==> config.mk <==
export PLATFORM = sky130hd
export DESIGN_NAME = load_store_unit_flat
export DESIGN_NICKNAME = d
export VERILOG_FILES = /design/src/rtl/load_store_unit_pkg.sv /design/src/rtl/load_store_unit_if.sv /design/src/rtl/load_store_unit_lane_unit.sv /design/src/rtl/load_store_unit.sv /design/src/flat_wrapper.sv
export SDC_FILE = /design/constraint.sdc
export NUM_CORES = 1
export LEC_CHECK = 0
export CAP_MARGIN = 20
export CORE_ASPECT_RATIO = 1.2
export CORE_MARGIN = 1
export CORE_UTILIZATION = 32
export CTS_CLUSTER_SIZE = 16
export DETAILED_ROUTE_END_ITERATION = 16
export REMOVE_ABC_BUFFERS = 1
export SETUP_SLACK_MARGIN = 0.05
export SLEW_MARGIN = 20
export SYNTH_ARGS = -nofsm -noshare
export SYNTH_HDL_FRONTEND = slang
export SYNTH_HIERARCHICAL = 1
export SYNTH_SLANG_ARGS = --single-unit
export TNS_END_PERCENT = 30
==> constraint.sdc <==
create_clock -name clk -period 2.4 [get_ports clk]
set_input_delay 0.48 -clock clk [delete_from_list [all_inputs] [get_ports clk]]
set_output_delay 0.48 -clock clk [all_outputs]
set_load 0.05 [all_outputs]
==> src/rtl/load_store_unit_pkg.sv <==
// Shared definitions for the load/store unit: size codes, FSM states and
// lane helpers.
package load_store_unit_pkg;

  localparam logic [2:0] SIZE_B  = 3'b000;
  localparam logic [2:0] SIZE_H  = 3'b001;
  localparam logic [2:0] SIZE_W  = 3'b010;
  localparam logic [2:0] SIZE_BU = 3'b100;
  localparam logic [2:0] SIZE_HU = 3'b101;

  localparam int unsigned BYTE_BITS = 8;
  localparam int unsigned HALF_BITS = 16;

  typedef enum logic [1:0] {
    ST_IDLE   = 2'd0,
    ST_ACCESS = 2'd1,
    ST_WRITE  = 2'd2,
    ST_RESP   = 2'd3
  } lsu_state_e;

  function automatic logic size_legal(input logic [2:0] size);
    case (size)
      SIZE_B, SIZE_H, SIZE_W, SIZE_BU, SIZE_HU: size_legal = 1'b1;
      default:                                  size_legal = 1'b0;
    endcase
  endfunction

  function automatic logic misaligned(input logic [2:0] size, input logic [1:0] lo);
    case (size)
      SIZE_H, SIZE_HU: misaligned = lo[0];
      SIZE_W:          misaligned = (lo != 2'b00);
      default:         misaligned = 1'b0;
    endcase
  endfunction

endpackage

==> src/rtl/load_store_unit_if.sv <==
// Request/response handshake and data-memory bus between datapath, unit and memory.
interface load_store_unit_if #(
  parameter int ADDR_WIDTH = 32
);
  logic                  reqValid;
  logic                  reqReady;
  logic                  reqWrite;
  logic [2:0]            reqSize;
  logic [ADDR_WIDTH-1:0] reqAddr;
  logic [31:0]           reqWData;
  logic                  respValid;
  logic [31:0]           respData;
  logic                  respErr;
  logic [ADDR_WIDTH-1:0] memAdr;
  logic [31:0]           memWriteData;
  logic                  memWrite;
  logic [31:0]           memReadData;

  // the unit itself
  modport slave (
    input  reqValid, reqWrite, reqSize, reqAddr, reqWData, memReadData,
    output reqReady, respValid, respData, respErr, memAdr, memWriteData, memWrite
  );

  // datapath plus memory surrounding the unit
  modport master (
    output reqValid, reqWrite, reqSize, reqAddr, reqWData, memReadData,
    input  reqReady, respValid, respData, respErr, memAdr, memWriteData, memWrite
  );
endinterface

==> src/rtl/load_store_unit_lane_unit.sv <==
// Combinational lane logic: load extraction with sign/zero extension and
// sub-word store merge into the word read from memory.
module lsu_lane_unit
  import load_store_unit_pkg::*;
(
  input  logic [2:0]  size_i,
  input  logic [1:0]  lane_i,
  input  logic [31:0] rdata_i,
  input  logic [31:0] wdata_i,
  output logic [31:0] load_o,
  output logic [31:0] merge_o
);

  logic [BYTE_BITS-1:0] byte_s;
  logic [HALF_BITS-1:0] half_s;

  // load path: pick the lane, then extend according to the size code
  always_comb begin
    byte_s = rdata_i[{lane_i, 3'b000} +: BYTE_BITS];
    half_s = lane_i[1] ? rdata_i[31:16] : rdata_i[15:0];
    case (size_i)
      SIZE_B:  load_o = {{24{byte_s[7]}}, byte_s};
      SIZE_BU: load_o = {24'h000000, byte_s};
      SIZE_H:  load_o = {{16{half_s[15]}}, half_s};
      SIZE_HU: load_o = {16'h0000, half_s};
      default: load_o = rdata_i;
    endcase
  end

  // store path: overwrite only the selected lane of the read word
  always_comb begin
    merge_o = rdata_i;
    case (size_i[1:0])
      2'b00:   merge_o[{lane_i, 3'b000} +: BYTE_BITS] = wdata_i[7:0];
      2'b01:   merge_o[{lane_i[1], 4'b0000} +: HALF_BITS] = wdata_i[15:0];
      default: merge_o = wdata_i;
    endcase
  end

endmodule

==> src/rtl/load_store_unit.sv <==
// Load/store unit: request FSM driving a word-addressed memory with RMW for
// sub-word stores. Define LSU_MISALIGN_CHECK_EN to reject misaligned h/w accesses.
module load_store_unit
  import load_store_unit_pkg::*;
#(
  parameter int ADDR_WIDTH = 32,
  parameter int DATA_WIDTH = 32
) (
  input  logic               clk,
  input  logic               rstN,
  load_store_unit_if.slave   bus
);

  lsu_state_e            state_q, state_d;
  logic                  write_q, write_d;
  logic [2:0]            size_q, size_d;
  logic [ADDR_WIDTH-1:0] addr_q, addr_d;
  logic [DATA_WIDTH-1:0] wdata_q, wdata_d;
  logic [31:0]           data_q, data_d;
  logic [31:0]           merge_q, merge_d;
  logic                  err_q, err_d;
  logic                  illegal_s;
  logic [31:0]           load_s, merge_s;

  lsu_lane_unit u_lane (
    .size_i  (size_q),
    .lane_i  (addr_q[1:0]),
    .rdata_i (bus.memReadData),
    .wdata_i (wdata_q),
    .load_o  (load_s),
    .merge_o (merge_s)
  );

  // request legality, with optional alignment rejection
  always_comb begin
`ifdef LSU_MISALIGN_CHECK_EN
    illegal_s = !size_legal(bus.reqSize) || misaligned(bus.reqSize, bus.reqAddr[1:0]);
`else
    illegal_s = !size_legal(bus.reqSize);
`endif
  end

  // next-state and outputs; memWrite decodes from state so reset kills it at once
  always_comb begin
    state_d          = state_q;
    write_d          = write_q;
    size_d           = size_q;
    addr_d           = addr_q;
    wdata_d          = wdata_q;
    data_d           = data_q;
    merge_d          = merge_q;
    err_d            = err_q;
    bus.reqReady     = 1'b0;
    bus.respValid    = 1'b0;
    bus.memWrite     = 1'b0;
    bus.memWriteData = 32'h0000_0000;
    bus.memAdr       = {addr_q[ADDR_WIDTH-1:2], 2'b00};
    case (state_q)
      ST_IDLE: begin
        bus.reqReady = 1'b1;
        if (bus.reqValid) begin
          write_d = bus.reqWrite;
          size_d  = bus.reqSize;
          addr_d  = bus.reqAddr;
          wdata_d = bus.reqWData;
          data_d  = 32'h0000_0000;
          err_d   = illegal_s;
          state_d = illegal_s ? ST_RESP : ST_ACCESS;
        end else begin
          state_d = ST_IDLE;
        end
      end
      ST_ACCESS: begin
        if (!write_q) begin
          data_d  = load_s;
          state_d = ST_RESP;
        end else if (size_q[1]) begin
          bus.memWrite     = 1'b1;
          bus.memWriteData = wdata_q;
          state_d          = ST_RESP;
        end else begin
          merge_d = merge_s;
          state_d = ST_WRITE;
        end
      end
      ST_WRITE: begin
        bus.memWrite     = 1'b1;
        bus.memWriteData = merge_q;
        state_d          = ST_RESP;
      end
      ST_RESP: begin
        bus.respValid = 1'b1;
        state_d       = ST_IDLE;
      end
      default: state_d = ST_IDLE;
    endcase
  end

  assign bus.respData = data_q;
  assign bus.respErr  = err_q;

  // state and request registers
  always_ff @(posedge clk or negedge rstN) begin
    if (!rstN) begin
      state_q <= ST_IDLE;
      write_q <= 1'b0;
      size_q  <= 3'b000;
      addr_q  <= '0;
      wdata_q <= '0;
      data_q  <= 32'h0000_0000;
      merge_q <= 32'h0000_0000;
      err_q   <= 1'b0;
    end else begin
      state_q <= state_d;
      write_q <= write_d;
      size_q  <= size_d;
      addr_q  <= addr_d;
      wdata_q <= wdata_d;
      data_q  <= data_d;
      merge_q <= merge_d;
      err_q   <= err_d;
    end
  end

endmodule

==> src/flat_wrapper.sv <==
// flat-port wrapper written by rule: the top's interface ports become plain ports
module load_store_unit_flat import load_store_unit_pkg::*;
#(
  parameter int ADDR_WIDTH = 32,
  parameter int DATA_WIDTH = 32
)
  (clk, rstN, bus_reqValid, bus_reqWrite, bus_reqSize, bus_reqAddr, bus_reqWData, bus_memReadData, bus_reqReady, bus_respValid, bus_respData, bus_respErr, bus_memAdr, bus_memWriteData, bus_memWrite);
  load_store_unit_if #(.ADDR_WIDTH(ADDR_WIDTH)) bus_i ();
  input  logic clk;
  input  logic rstN;
  input wire logic [$bits(bus_i.reqValid)-1:0] bus_reqValid;
  input wire logic [$bits(bus_i.reqWrite)-1:0] bus_reqWrite;
  input wire logic [$bits(bus_i.reqSize)-1:0] bus_reqSize;
  input wire logic [$bits(bus_i.reqAddr)-1:0] bus_reqAddr;
  input wire logic [$bits(bus_i.reqWData)-1:0] bus_reqWData;
  input wire logic [$bits(bus_i.memReadData)-1:0] bus_memReadData;
  output wire logic [$bits(bus_i.reqReady)-1:0] bus_reqReady;
  output wire logic [$bits(bus_i.respValid)-1:0] bus_respValid;
  output wire logic [$bits(bus_i.respData)-1:0] bus_respData;
  output wire logic [$bits(bus_i.respErr)-1:0] bus_respErr;
  output wire logic [$bits(bus_i.memAdr)-1:0] bus_memAdr;
  output wire logic [$bits(bus_i.memWriteData)-1:0] bus_memWriteData;
  output wire logic [$bits(bus_i.memWrite)-1:0] bus_memWrite;
  assign bus_i.reqValid = bus_reqValid;
  assign bus_i.reqWrite = bus_reqWrite;
  assign bus_i.reqSize = bus_reqSize;
  assign bus_i.reqAddr = bus_reqAddr;
  assign bus_i.reqWData = bus_reqWData;
  assign bus_i.memReadData = bus_memReadData;
  assign bus_reqReady = bus_i.reqReady;
  assign bus_respValid = bus_i.respValid;
  assign bus_respData = bus_i.respData;
  assign bus_respErr = bus_i.respErr;
  assign bus_memAdr = bus_i.memAdr;
  assign bus_memWriteData = bus_i.memWriteData;
  assign bus_memWrite = bus_i.memWrite;
  load_store_unit #(.ADDR_WIDTH(ADDR_WIDTH), .DATA_WIDTH(DATA_WIDTH)) u_core (.clk(clk), .rstN(rstN), .bus(bus_i));
endmodule
==> run_summary.xml <==
<?xml version="1.0" encoding="UTF-8"?>
<metrics>
  <group name="sta">
    <metric name="tightest_slew" unit="ns">0.836</metric>
    <metric name="setup_ws" unit="ns">-0.00361</metric>
    <metric name="slew_headroom" unit="%">43.7</metric>
    <metric name="final.setup.tns" unit="ns">-0.00361</metric>
    <metric name="drv_slew" unit="">0</metric>
    <metric name="min_period_over_period" unit="%">100</metric>
    <metric name="min_period" unit="ns">2.40</metric>
    <metric name="rsz0062_at_grt" unit="">true</metric>
    <metric name="final-hold-violation-count" unit="">0</metric>
    <metric name="finalClockSkew" unit="ns">0.0111</metric>
    <metric name="timing.fmax" unit="MHz">416</metric>
    <metric name="finalSetupViolCount" unit="">1</metric>
  </group>
  <group name="yosys">
    <metric name="mux_contribution_to_synthesized_area" unit="%">22.6</metric>
    <metric name="synth_xor_xnor_area_share" unit="%">0</metric>
    <metric name="gate_count_of_the_mapped_netlist" unit="">729</metric>
    <metric name="synth.ff_latch_count" unit="">135</metric>
    <metric name="synth_seq_area_share" unit="%">44.6</metric>
    <metric name="synth-simple-area-share" unit="%">10.8</metric>
    <metric name="synth_compound_area_share" unit="%">11.9</metric>
    <metric name="syn_area" unit="um2">7580</metric>
    <metric name="synth-warning-count" unit="">6</metric>
    <metric name="yosysUniqueCellTypes" unit="">44</metric>
    <metric name="synth_fa_ha_area_share" unit="%">1.49</metric>
    <metric name="dominant_combinational_cell_family_by_area_after_synthesis" unit="">multiplexers</metric>
    <metric name="syn_avg_cell_area" unit="um2">10.4</metric>
  </group>
  <group name="placement">
    <metric name="pre_cts_ws" unit="ns">0.227</metric>
    <metric name="placement.io_buffers" unit="">200</metric>
    <metric name="placed_area" unit="um2">10100</metric>
    <metric name="gp_routability_congestion" unit="">0.811</metric>
    <metric name="dpl.hpwl" unit="um">16100</metric>
  </group>
  <group name="global_routing">
    <metric name="grt_use_total" unit="%">18.8</metric>
    <metric name="vias_in_the_first_global_route" unit="">5898</metric>
    <metric name="overflow" unit="">0</metric>
    <metric name="antenna_found_initial" unit="">0</metric>
    <metric name="grt_pass1_wl" unit="um">34200</metric>
    <metric name="grt_start_max_net_pins" unit="">49</metric>
  </group>
  <group name="cts">
    <metric name="path_clk_slew" unit="ns">0.06</metric>
    <metric name="clock-sinks" unit="">135</metric>
    <metric name="htree_num_levels" unit="">4</metric>
    <metric name="insertion_delay" unit="ns">0.43</metric>
    <metric name="cts_tree" unit="">yes</metric>
    <metric name="cts_root_buffer" unit="">clkbuf_16</metric>
    <metric name="clock_buffer_count_from_cts" unit="">17</metric>
    <metric name="clk_buf_depth" unit="">2</metric>
  </group>
  <group name="detailed_routing">
    <metric name="post-route-drc-count" unit="">0</metric>
    <metric name="dr_vias" unit="">6025</metric>
    <metric name="final_antenna_net_count" unit="">0</metric>
    <metric name="via_per_inst" unit="">4.91</metric>
    <metric name="dr.pass1.iters" unit="">5</metric>
    <metric name="drt_iter0_markers" unit="">384</metric>
    <metric name="routed_wl" unit="um">22800</metric>
    <metric name="detail_route.wl_per_cell" unit="um">18.6</metric>
  </group>
  <group name="power">
    <metric name="power.clock.fraction" unit="%">16.8</metric>
    <metric name="internal_power" unit="mW">9.77</metric>
    <metric name="peakVddDrop" unit="mV">0.618</metric>
    <metric name="seqPwrFrac" unit="%">23.9</metric>
    <metric name="p_leak" unit="nW">4.64</metric>
    <metric name="swShare" unit="%">45.1</metric>
    <metric name="net-switching-power" unit="mW">8.01</metric>
    <metric name="power_density" unit="nW/um2">1620</metric>
    <metric name="combPwrFrac" unit="%">59.3</metric>
  </group>
  <group name="critical_path">
    <metric name="cp_data_arrival_time" unit="ns">1.92</metric>
    <metric name="crit_path_capture_type" unit="">output port</metric>
    <metric name="worst-path-max-fanout" unit="">9</metric>
    <metric name="path_class" unit="">flip-flop to output port</metric>
    <metric name="worst_setup_path_start_kind" unit="">flip-flop</metric>
    <metric name="worst-endpoint-required" unit="ns">1.92</metric>
  </group>
  <group name="floorplanning">
    <metric name="dieArea" unit="um2">24300</metric>
    <metric name="die_width" unit="um">142</metric>
    <metric name="site_rows" unit="">61</metric>
    <metric name="start_util" unit="%">32.7</metric>
    <metric name="die_height" unit="um">171</metric>
    <metric name="num_io_pins" unit="">203</metric>
    <metric name="core_area" unit="um2">23200</metric>
  </group>
  <group name="finish">
    <metric name="layout-drive-gt1-share" unit="%">27.3</metric>
    <metric name="final_area" unit="um2">10900</metric>
    <metric name="final_common_cell" unit="">clkdlybuf4s50_1</metric>
    <metric name="layout_common_cells" unit="">clkdlybuf4s50_1, dfrtp_1, nand2_1</metric>
    <metric name="syn2layout_area_growth" unit="%">44.4</metric>
    <metric name="fin_nets" unit="">1010</metric>
    <metric name="insertedDiodeCount" unit="">0</metric>
    <metric name="num-fill-cells" unit="">2161</metric>
  </group>
  <group name="outcome">
    <metric name="failed_checks" unit="">negative setup slack</metric>
    <metric name="outcome" unit="">finished, violations left</metric>
  </group>
  <group name="min_path">
    <metric name="timing.hold.worst.class" unit="">flip-flop to flip-flop</metric>
  </group>
  <group name="job">
    <metric name="cap_violations" unit="">0</metric>
  </group>
</metrics>
[registers in the layout (all words and copies together), names as in the netlist]
| name | count |
|---|---|
| u_core/write_q | 1 |
| u_core/addr_q | 32 |
| u_core/wdata_q | 32 |
| u_core/state_q | 2 |
| u_core/size_q | 3 |
| u_core/bus.respErr | 1 |
| u_core/bus.respData | 32 |
| u_core/merge_q | 32 |
[worst max-delay path, cell delays in order (launching register included)]
cell	delay, ns
dfrtp_1	0.38
inv_2	0.08
ha_4	0.12
and3_4	0.27
buf_12	0.16
a22oi_1	0.08
nor2_2	0.23
buf_12	0.17
[worst paths after layout]
check / startpoint / end / slack [ns] / cells past startpoint
worst max register to register: u_core/addr_q[1] / u_core/merge_q[31] / 0.31 / 6
worst min register to register: u_core/addr_q[23] / u_core/addr_q[23] / 0.50 / 1
worst min-delay path: u_core/addr_q[23] / u_core/addr_q[23] / 0.50 / 1
min in group asynchronous: rstN / u_core/bus.respData[26] / 0.55 / 2
worst max-delay path: u_core/state_q[1] / bus_memWriteData[13] / -0.004 / 7
max in group asynchronous: rstN / u_core/state_q[0] / 1.20 / 3
[Yosys cell counts, drive strengths merged]
cell type / n / share of area [%]
mux2i: 52 / 6.9
and2: 1 / 0.083
nor4: 2 / 0.56
a211o: 1 / 0.12
nand2: 117 / 5.8
a221o: 8 / 1.1
clkinv: 2 / 0.099
o21ai: 25 / 1.7
buf: 60 / 5.6
o221ai: 8 / 0.92
nor2b: 12 / 1.2
a31o: 1 / 0.12
and3: 1 / 0.083
nand3b: 1 / 0.099
nor3: 2 / 0.13
clkbuf: 16 / 0.94
o22ai: 5 / 0.50
inv: 39 / 1.9
a22o: 9 / 1.0
a32oi: 2 / 0.23
nor2: 44 / 2.2
nand2b: 4 / 0.33
ha: 9 / 1.5
or2: 2 / 0.20
and4bb: 1 / 0.17
conb: 1 / 0.049
a21oi: 12 / 0.89
dfrtp: 135 / 45
a22oi: 46 / 4.6
mux2: 106 / 16
a221oi: 3 / 0.35
a211oi: 2 / 0.43
[through the flow]
stage	hold WS (ns)	cells	total power, mW	utilization (%)
final	0.504	1226	17.8	47.2
after global routing	0.519	1226	18.8	47.2
after CTS	0.506	1222	17.7	46.6
after detailed placement	0.449	1189	14.5	43.5
after global placement	0.446	1189	14.4	43.5
after floorplan	0.184	654	10.7	-
[power by group through the flow]
stage / logic [mW] / clock network [mW] / registers (mW)
CTS: 10.4 / 3.05 / 4.23
finish: 10.5 / 2.99 / 4.25
global placement: 10.2 / 0 / 4.23
global route: 11.2 / 3.16 / 4.39
floorplan: 4.97 / 0 / 5.74
detailed placement: 10.3 / 0 / 4.26
[kinds of logic (layout without fill, tap and decap cells)]
logic type               count (synthesis)  in the layout
AND/OR/NAND/NOR                        187            187
flip-flops                             135            135
other                                    1              2
AO/OA/AOI/OAI                          122            122
buffers and inverters                  117            298
adder cells (fa/ha/maj)                  9              9
multiplexers                           158            158
[layout make-up]
cell class,count,area [um2],area share [%]
inverters,41,154,1.41
flip-flops and latches,135,3380,30.9
clock inverters,12,225,2.06
multi-input cells,478,3680,33.6
repair buffers,225,2680,24.4
well taps,315,394,3.60
clock buffers,20,437,3.99
[metal layers]
| metal | vias up | track usage (%) | share of wire (%) |
|---|---|---|---|
| met5 | - | 0 | 0 |
| met4 | 0 | 6.87 | 2.0 |
| met3 | 27 | 4.53 | 5.8 |
| met2 | 189 | 31.1 | 51 |
| met1 | 2968 | 23.6 | 41 |
| li1 | 2841 | - | - |
[what timing repair did]
item / 4_1_cts / 5_1_grt
hold buffers: 1 / 0
setup buffers: 0 / 1
pin swaps: 0 / 5
resized for setup: 21 / 21
cloned: 0 / 3
endpoints found under the setup margin: 33 / 33
endpoints found under the hold margin: 3 / 0
No activity file was read; power rests on OpenSTA's default activity.
